`config.mk`:
```
export PLATFORM = sky130hd
export DESIGN_NAME = galois_lfsr_stream
export DESIGN_NICKNAME = d
export VERILOG_FILES = /design/src/rtl/galois_lfsr_stream.sv
export SDC_FILE = /design/constraint.sdc
export NUM_CORES = 1
export LEC_CHECK = 0
export ABC_AREA = 1
export CAP_MARGIN = 20
export CORE_MARGIN = 2
export CORE_UTILIZATION = 40
export DETAILED_ROUTE_END_ITERATION = 10
export GPL_TIMING_DRIVEN = 0
export PLACE_DENSITY_LB_ADDON = 0.08
export SYNTH_ARGS = -nofsm -noshare
export SYNTH_HDL_FRONTEND = slang
export SYNTH_SLANG_ARGS = --single-unit
```
`constraint.sdc`:
```
create_clock -name clk -period 2 [get_ports clk]
set_input_delay 0.6 -clock clk [delete_from_list [all_inputs] [get_ports clk]]
set_output_delay 0.6 -clock clk [all_outputs]
set_load 0.02 [all_outputs]
```
`src/rtl/galois_lfsr_stream.sv`:
```
// Galois LFSR pattern generator with a valid/ready beat output, seed load and lock-up recovery.
// Optional runtime polynomial load: define GALOIS_LFSR_RUNTIME_POLY_EN.
module galois_lfsr_stream #(
    parameter int unsigned               LFSR_WIDTH = 8,
    parameter logic [LFSR_WIDTH-1:0]     LFSR_POLY  = LFSR_WIDTH'(8'h1D),
    parameter logic [LFSR_WIDTH-1:0]     LFSR_SEED  = LFSR_WIDTH'(1),
    parameter int unsigned               OUT_BITS   = 1
) (
    input  logic                  clk,
    input  logic                  reset_n,
    input  logic                  enable,
    input  logic                  load,
    input  logic [LFSR_WIDTH-1:0] seed_in,
    input  logic [LFSR_WIDTH-1:0] poly_in,
    output logic [OUT_BITS-1:0]   out_data,
    output logic                  out_valid,
    input  logic                  out_ready,
    output logic                  lockup_err,
    output logic [LFSR_WIDTH-1:0] state_o
);

    typedef enum logic [0:0] {StEmpty, StFull} fsm_e;

    fsm_e                  r_fsm;
    logic [LFSR_WIDTH-1:0] r_state;
    logic [OUT_BITS-1:0]   r_data;
    logic                  r_valid;
    logic                  r_lockup;

    logic [LFSR_WIDTH-1:0] w_poly;
    logic [LFSR_WIDTH-1:0] w_next;
    logic [OUT_BITS-1:0]   w_word;
    logic                  w_gen;

`ifdef GALOIS_LFSR_RUNTIME_POLY_EN
    logic [LFSR_WIDTH-1:0] r_poly;

    always_ff @(posedge clk) begin
        if (!reset_n) begin
            r_poly <= LFSR_POLY;
        end else if (load) begin
            r_poly <= poly_in;
        end
    end

    assign w_poly = r_poly;
`else
    // Port kept for interface compatibility; taps are fixed in this build.
    logic w_unused_poly;
    assign w_unused_poly = ^poly_in;
    assign w_poly        = LFSR_POLY;
`endif

    // Unroll OUT_BITS Galois steps; the first emitted bit lands in the word MSB.
    always_comb begin
        w_next = r_state;
        w_word = '0;
        for (int unsigned k = 0; k < OUT_BITS; k++) begin
            w_word = (w_word << 1) | OUT_BITS'(w_next[LFSR_WIDTH-1]);
            w_next = {w_next[LFSR_WIDTH-2:0], 1'b0} ^ (w_next[LFSR_WIDTH-1] ? w_poly : '0);
        end
    end

    // A new word is produced when the output register is empty or being drained.
    assign w_gen = enable && ((r_fsm == StEmpty) || out_ready);

    always_ff @(posedge clk) begin
        if (!reset_n) begin
            r_fsm    <= StEmpty;
            r_state  <= LFSR_SEED;
            r_data   <= '0;
            r_valid  <= 1'b0;
            r_lockup <= 1'b0;
        end else if (load) begin
            r_fsm   <= StEmpty;
            r_valid <= 1'b0;
            if (seed_in == '0) begin
                r_state  <= LFSR_SEED;
                r_lockup <= 1'b1;
            end else begin
                r_state  <= seed_in;
                r_lockup <= 1'b0;
            end
        end else begin
            unique case (r_fsm)
                StEmpty: begin
                    if (enable) begin
                        r_fsm   <= StFull;
                        r_valid <= 1'b1;
                    end
                end
                StFull: begin
                    if (out_ready && !enable) begin
                        r_fsm   <= StEmpty;
                        r_valid <= 1'b0;
                    end
                end
                default: begin
                    r_fsm   <= StEmpty;
                    r_valid <= 1'b0;
                end
            endcase
            if (w_gen) begin
                r_data <= w_word;
                // Degenerate taps can collapse the state to zero; reseed and flag it.
                if (w_next == '0) begin
                    r_state  <= LFSR_SEED;
                    r_lockup <= 1'b1;
                end else begin
                    r_state <= w_next;
                end
            end
        end
    end

    assign out_data   = r_data;
    assign out_valid  = r_valid;
    assign lockup_err = r_lockup;
    assign state_o    = r_state;

endmodule

```
# After elaboration in Yosys (flattened, before gate mapping)
# Index checks and enable logic that the tools add are counted.
totals:
  output_inout_bits: 11
  word_cells: 38
  in_bits: 21
  ff_bits: 12
op_classes:
  n_bitwise: 4
  n_eq_ne: 2
  n_reduce_logical: 12
  muxes: 15
ops:
  columns: ["op", "n"]
  rows:
  - ["8-bit 2-to-1 mux", 4]
  - ["8-bit logical NOT", 2]
  - ["1-bit 2-to-1 mux", 8]
  - ["8-bit by 5-bit XOR with 8-bit output", 1]
  - ["2-bit AND reduction", 3]
  - ["5-bit 2-to-1 mux", 1]
  - ["1-bit one-hot mux with 2 select lines", 2]
  - ["2-bit nonzero test", 2]
  - ["1-bit NOT", 3]
  - ["1-bit logical AND", 2]
  - ["2-bit by 1-bit inequality test with 1-bit output, second input constant", 1]
  - ["2-bit inequality test, second input constant", 1]
  - ["2-bit OR reduction", 1]
  - ["1-bit logical NOT", 1]
  - ["1-bit logical OR", 1]

# Logic depth before layout (Yosys ltp)
depth:
  word_depth: 6
  depth_mapped: 9
  ltp_nobuf: 9

# Worst setup path after synthesis
# No wires, ideal clock.
synth_timing:
  path_kind: "input port to flip-flop"
  start: "input out_ready"
  end: "register r_state[0], in the netlist state_o[0]"
  slack_ns: 0.756
  cell_stages: 9
  path_buffers: 0
  setup_ns: 0.058
  required_time_ns: 1.942
  t_arrival_ns: 1.186
  path_cell_list: "inv_1 nand2_1 nand2_1 nand2_2 inv_2 nand2_1 nand2_1 clkinv_1 nand2_1"
synth_via:
  elab_chain_cells: 3
synth_rtl:
  columns: ["element", "line_no", "rtl"]
  rows:
  - ["from (decl)", "17", "input logic out_ready,"]
  - ["1-bit logical OR", "65", "assign w_gen = enable && ((r_fsm == StEmpty) || out_ready);"]
  - ["1-bit logical AND", "65", null]
  - ["2-bit nonzero test (no source line)", null, null]
  - ["to (signal assigned)", "81", "r_state <= seed_in;"]
  - ["to (signal assigned)", "110", "r_state <= w_next;"]
  - ["to (decl)", "25", "logic [LFSR_WIDTH-1:0] r_state;"]
# No other way between the ends.
# A chain may end at the register's enable or synchronous reset.

# Worst setup path in the final report
layout_timing:
  start: "register r_state[6], in the netlist state_o[6]"
  end: "output state_o[6]"
layout_lines:
  columns: ["element", "line_no", "rtl"]
  rows:
  - ["to (decl)", "19", "output logic [LFSR_WIDTH-1:0] state_o"]
# No word-level cell between the ends.

==> summary.txt <==
STA
  • Worst Tran Pin Value: 242 ps
  • Min cycle time layout: 1910 ps
  • Final Skew: 0.803 ps
  • Setup Viol. Count Final: 0
  • Fin crit share: 0.953
  • Relative slew margins: 0.839
  • RSZ-0062 raised after global routing: no
  • WHS: 459 ps
  • Fmax: 525 MHz
  • Final hold vios: 0
  • Slew Limit Fails: 0
  • Setup TNS: 0 ps

Synthesis
  • Synth cell types: 17
  • Yosys warns: 0
  • Sequential cell area fraction in the yosys report: 0.398
  • Avg Inst Size Synth: 6.36 um^2
  • Post-Syn Area: 604 um^2
  • Cell taking the most area after synthesis: dfxtp_1
  • Yosys reg bits: 12
  • Post-synth top area share: 0.398
  • Main area contributors after synthesis: dfxtp_1 40%, nand2_1 25%, a31oi_1 7.2%
  • Synthesized net count: 116
  • Cells after Synth: 95

Finish
  • # fillers: 154
  • # diodes: 0
  • Final #Nets: 144
  • Synthesis-to-finish area growth: 47.8%
  • Layout cells sized above 1: 0.0902

Drt
  • DR vias: 677
  • Detailed Routing Iterations Pass 1: 4
  • Initial drt markers: 13
  • Routed wire length: 1.48 mm
  • DRC viols: 0
  • Final ANT Viol Nets: 0
  • Vias/cell: 4.91
  • WL/cell: 10.7 um

Place
  • Gp weighted congestion: 0.737
  • DP HPWL: 1.10 mm
  • IO Port Bufs: 23

Floorplanning
  • Core area: 1450 um^2
  • Die Ht: 42.9 um
  • Die footprint: 1840 um^2
  • Die Span X: 42.9 um
  • Rows: 14
  • I/O Pins: 32
  • Initial Util: 0.416

Worst setup path
  • Crit path capture type: primary output
  • Kind of critical path: flip-flop to primary output
  • CP Cell Sequence: clkdlybuf4s50_1
  • Worst Path Required: 1400 ps
  • CP max stage delay: 630 ps
  • CP startpoint kind: flip-flop
  • Crit path DAT: 1310 ps
  • Reg2Reg Depth: 8
  • Buf+Inv Stages, Crit Path: 1
  • Crit path max-delay family: buffers and inverters
  • Critical path depth: 1
  • Slowest CP cell: clkdlybuf4s50_1
  • Crit Path Max Fanout: 4

Clock network
  • Clock Latency Late Sink: 270 ps
  • Clk slew on worst S/H paths: 80 ps
  • CTS Hold Bufs: 0
  • Num Clock Sinks: 12
  • Num CTS Buffers: 3
  • Clock root cell: clkbuf_4
  • H-tree levels: 1
  • TritonCTS clock tree: yes
  • CTS Buffer Depth: 2

Worst hold path
  • Worst hold path type: flip-flop to flip-flop
  • Hold path depth: 2

Global route
  • Largest net degree at the start of global routing: 11
  • Initial antenna violation count: 0
  • First-pass GRT wire length: 2.46 mm
  • GR Util All Layers: 0.181
  • Global route overflow: 0
  • Vias in the first global route: 599

Pwr
  • Power per cell area: 674 nW/um^2
  • Maximum vdd drop: 0.371 mV
  • Static leakage: 0.394 nW

Status
  • Status: complete, no violations

Flow run
  • Max-cap violation count: 0
-- cell type report --
type | count | area, um^2 | share of cell area
Buffer | 1 | 5.00 | 0.00560
Multi-Input combinational cell | 70 | 314 | 0.352
Tap cell | 16 | 20.0 | 0.0224
Inverter | 12 | 45.0 | 0.0504
Timing Repair Buffer | 23 | 233 | 0.261
Clock buffer | 4 | 36.3 | 0.0406
Sequential cell | 12 | 240 | 0.269
-- synth_stat cells (all sizes together) --
library cell and number:
nand3b 1, nand4 1, dfxtp 12, o21ai 1, nand2 42, a21oi 3
a311oi 1, nor2 11, clkinv 1, buf 1, inv 11, nand3 3
a31oi 7
-- sequential cells by signal, summed over array words and instances (netlist names) --
register	count
state_o	8
out_valid	1
r_fsm	1
out_data	1
lockup_err	1
-- per-stage QoR --
step / utilization / instances / power (W) / area, um^2 / setup WS, ps
after floorplan: - / 95 / 0.000344 / 604 / 756
after global placement: 0.588 / 134 / 0.000411 / 855 / 145
after detailed placement: 0.588 / 134 / 0.000412 / 855 / 160
after CTS: 0.613 / 138 / 0.000608 / 891 / 2.39
after global routing: 0.614 / 138 / 0.000636 / 893 / 61.2
final: 0.614 / 138 / 0.000602 / 893 / 94.3
-- per-layer routing --
metal | routed length [um] | GRT usage | part of all wire
met1 | 697 | 0.246 | 0.47
met2 | 666 | 0.258 | 0.45
met3 | 91 | 0.0383 | 0.062
met4 | 19 | 0.113 | 0.013
met5 | 0 | 0 | 0
-- cell families after synthesis --
group | count (synthesis) | synth area share
DFF | 12 | 0.398
and+or+nand+nor | 58 | 0.393
buffers and inverters | 13 | 0.0828
AOI/OAI and AO/OA | 12 | 0.126
-- layout by cell type (no fill, tap or decap) --
| master | instances |
|---|---|
| o21ai_1 | 1 |
| inv_2 | 3 |
| a21oi_2 | 1 |
| nand3_1 | 3 |
| nor2_1 | 10 |
| nand2_2 | 1 |
| nand2_1 | 41 |
| nand3b_1 | 1 |
| dlymetal6s2s_1 | 1 |
| clkinv_1 | 1 |
| inv_1 | 8 |
| clkbuf_8 | 1 |
| clkbuf_4 | 3 |
| buf_2 | 1 |
| a31oi_1 | 7 |
| nor2_4 | 1 |
| nand4_1 | 1 |
| clkdlybuf4s50_1 | 22 |
| a311oi_1 | 1 |
| a21oi_1 | 2 |
| dfxtp_1 | 12 |
-- repair_timing --
action | CTS | global route
gates resized for setup | 0 | 1
setup endpoints to repair | 0 | 1
buffers inserted | 0 | 0
-- worst paths after layout --
check | start | endpoint | slack (ps)
setup reg to reg | state_o[7] | lockup_err | 850
hold / removal | lockup_err | lockup_err | 460
hold reg to reg | lockup_err | lockup_err | 460
setup / recovery | state_o[6] | state_o[6] | 90
-- where the power goes --
group,total [W],internal (W),switching [W]
combinational,0.000138,0.0000668,0.0000711
clock,0.000196,0.000111,0.0000850
sequential,0.000268,0.000254,0.0000142
-- worst reg2reg max path, stage by stage (launching register included) --
cell and delay [ps]:
dfxtp_1 460, inv_2 110, nand2_1 70, nand2_1 60, nor2_1 100, nand2_1 80, nand2_1 60, nand2_1 60
a21oi_2 100
No activity file was read; power rests on OpenSTA's default activity.
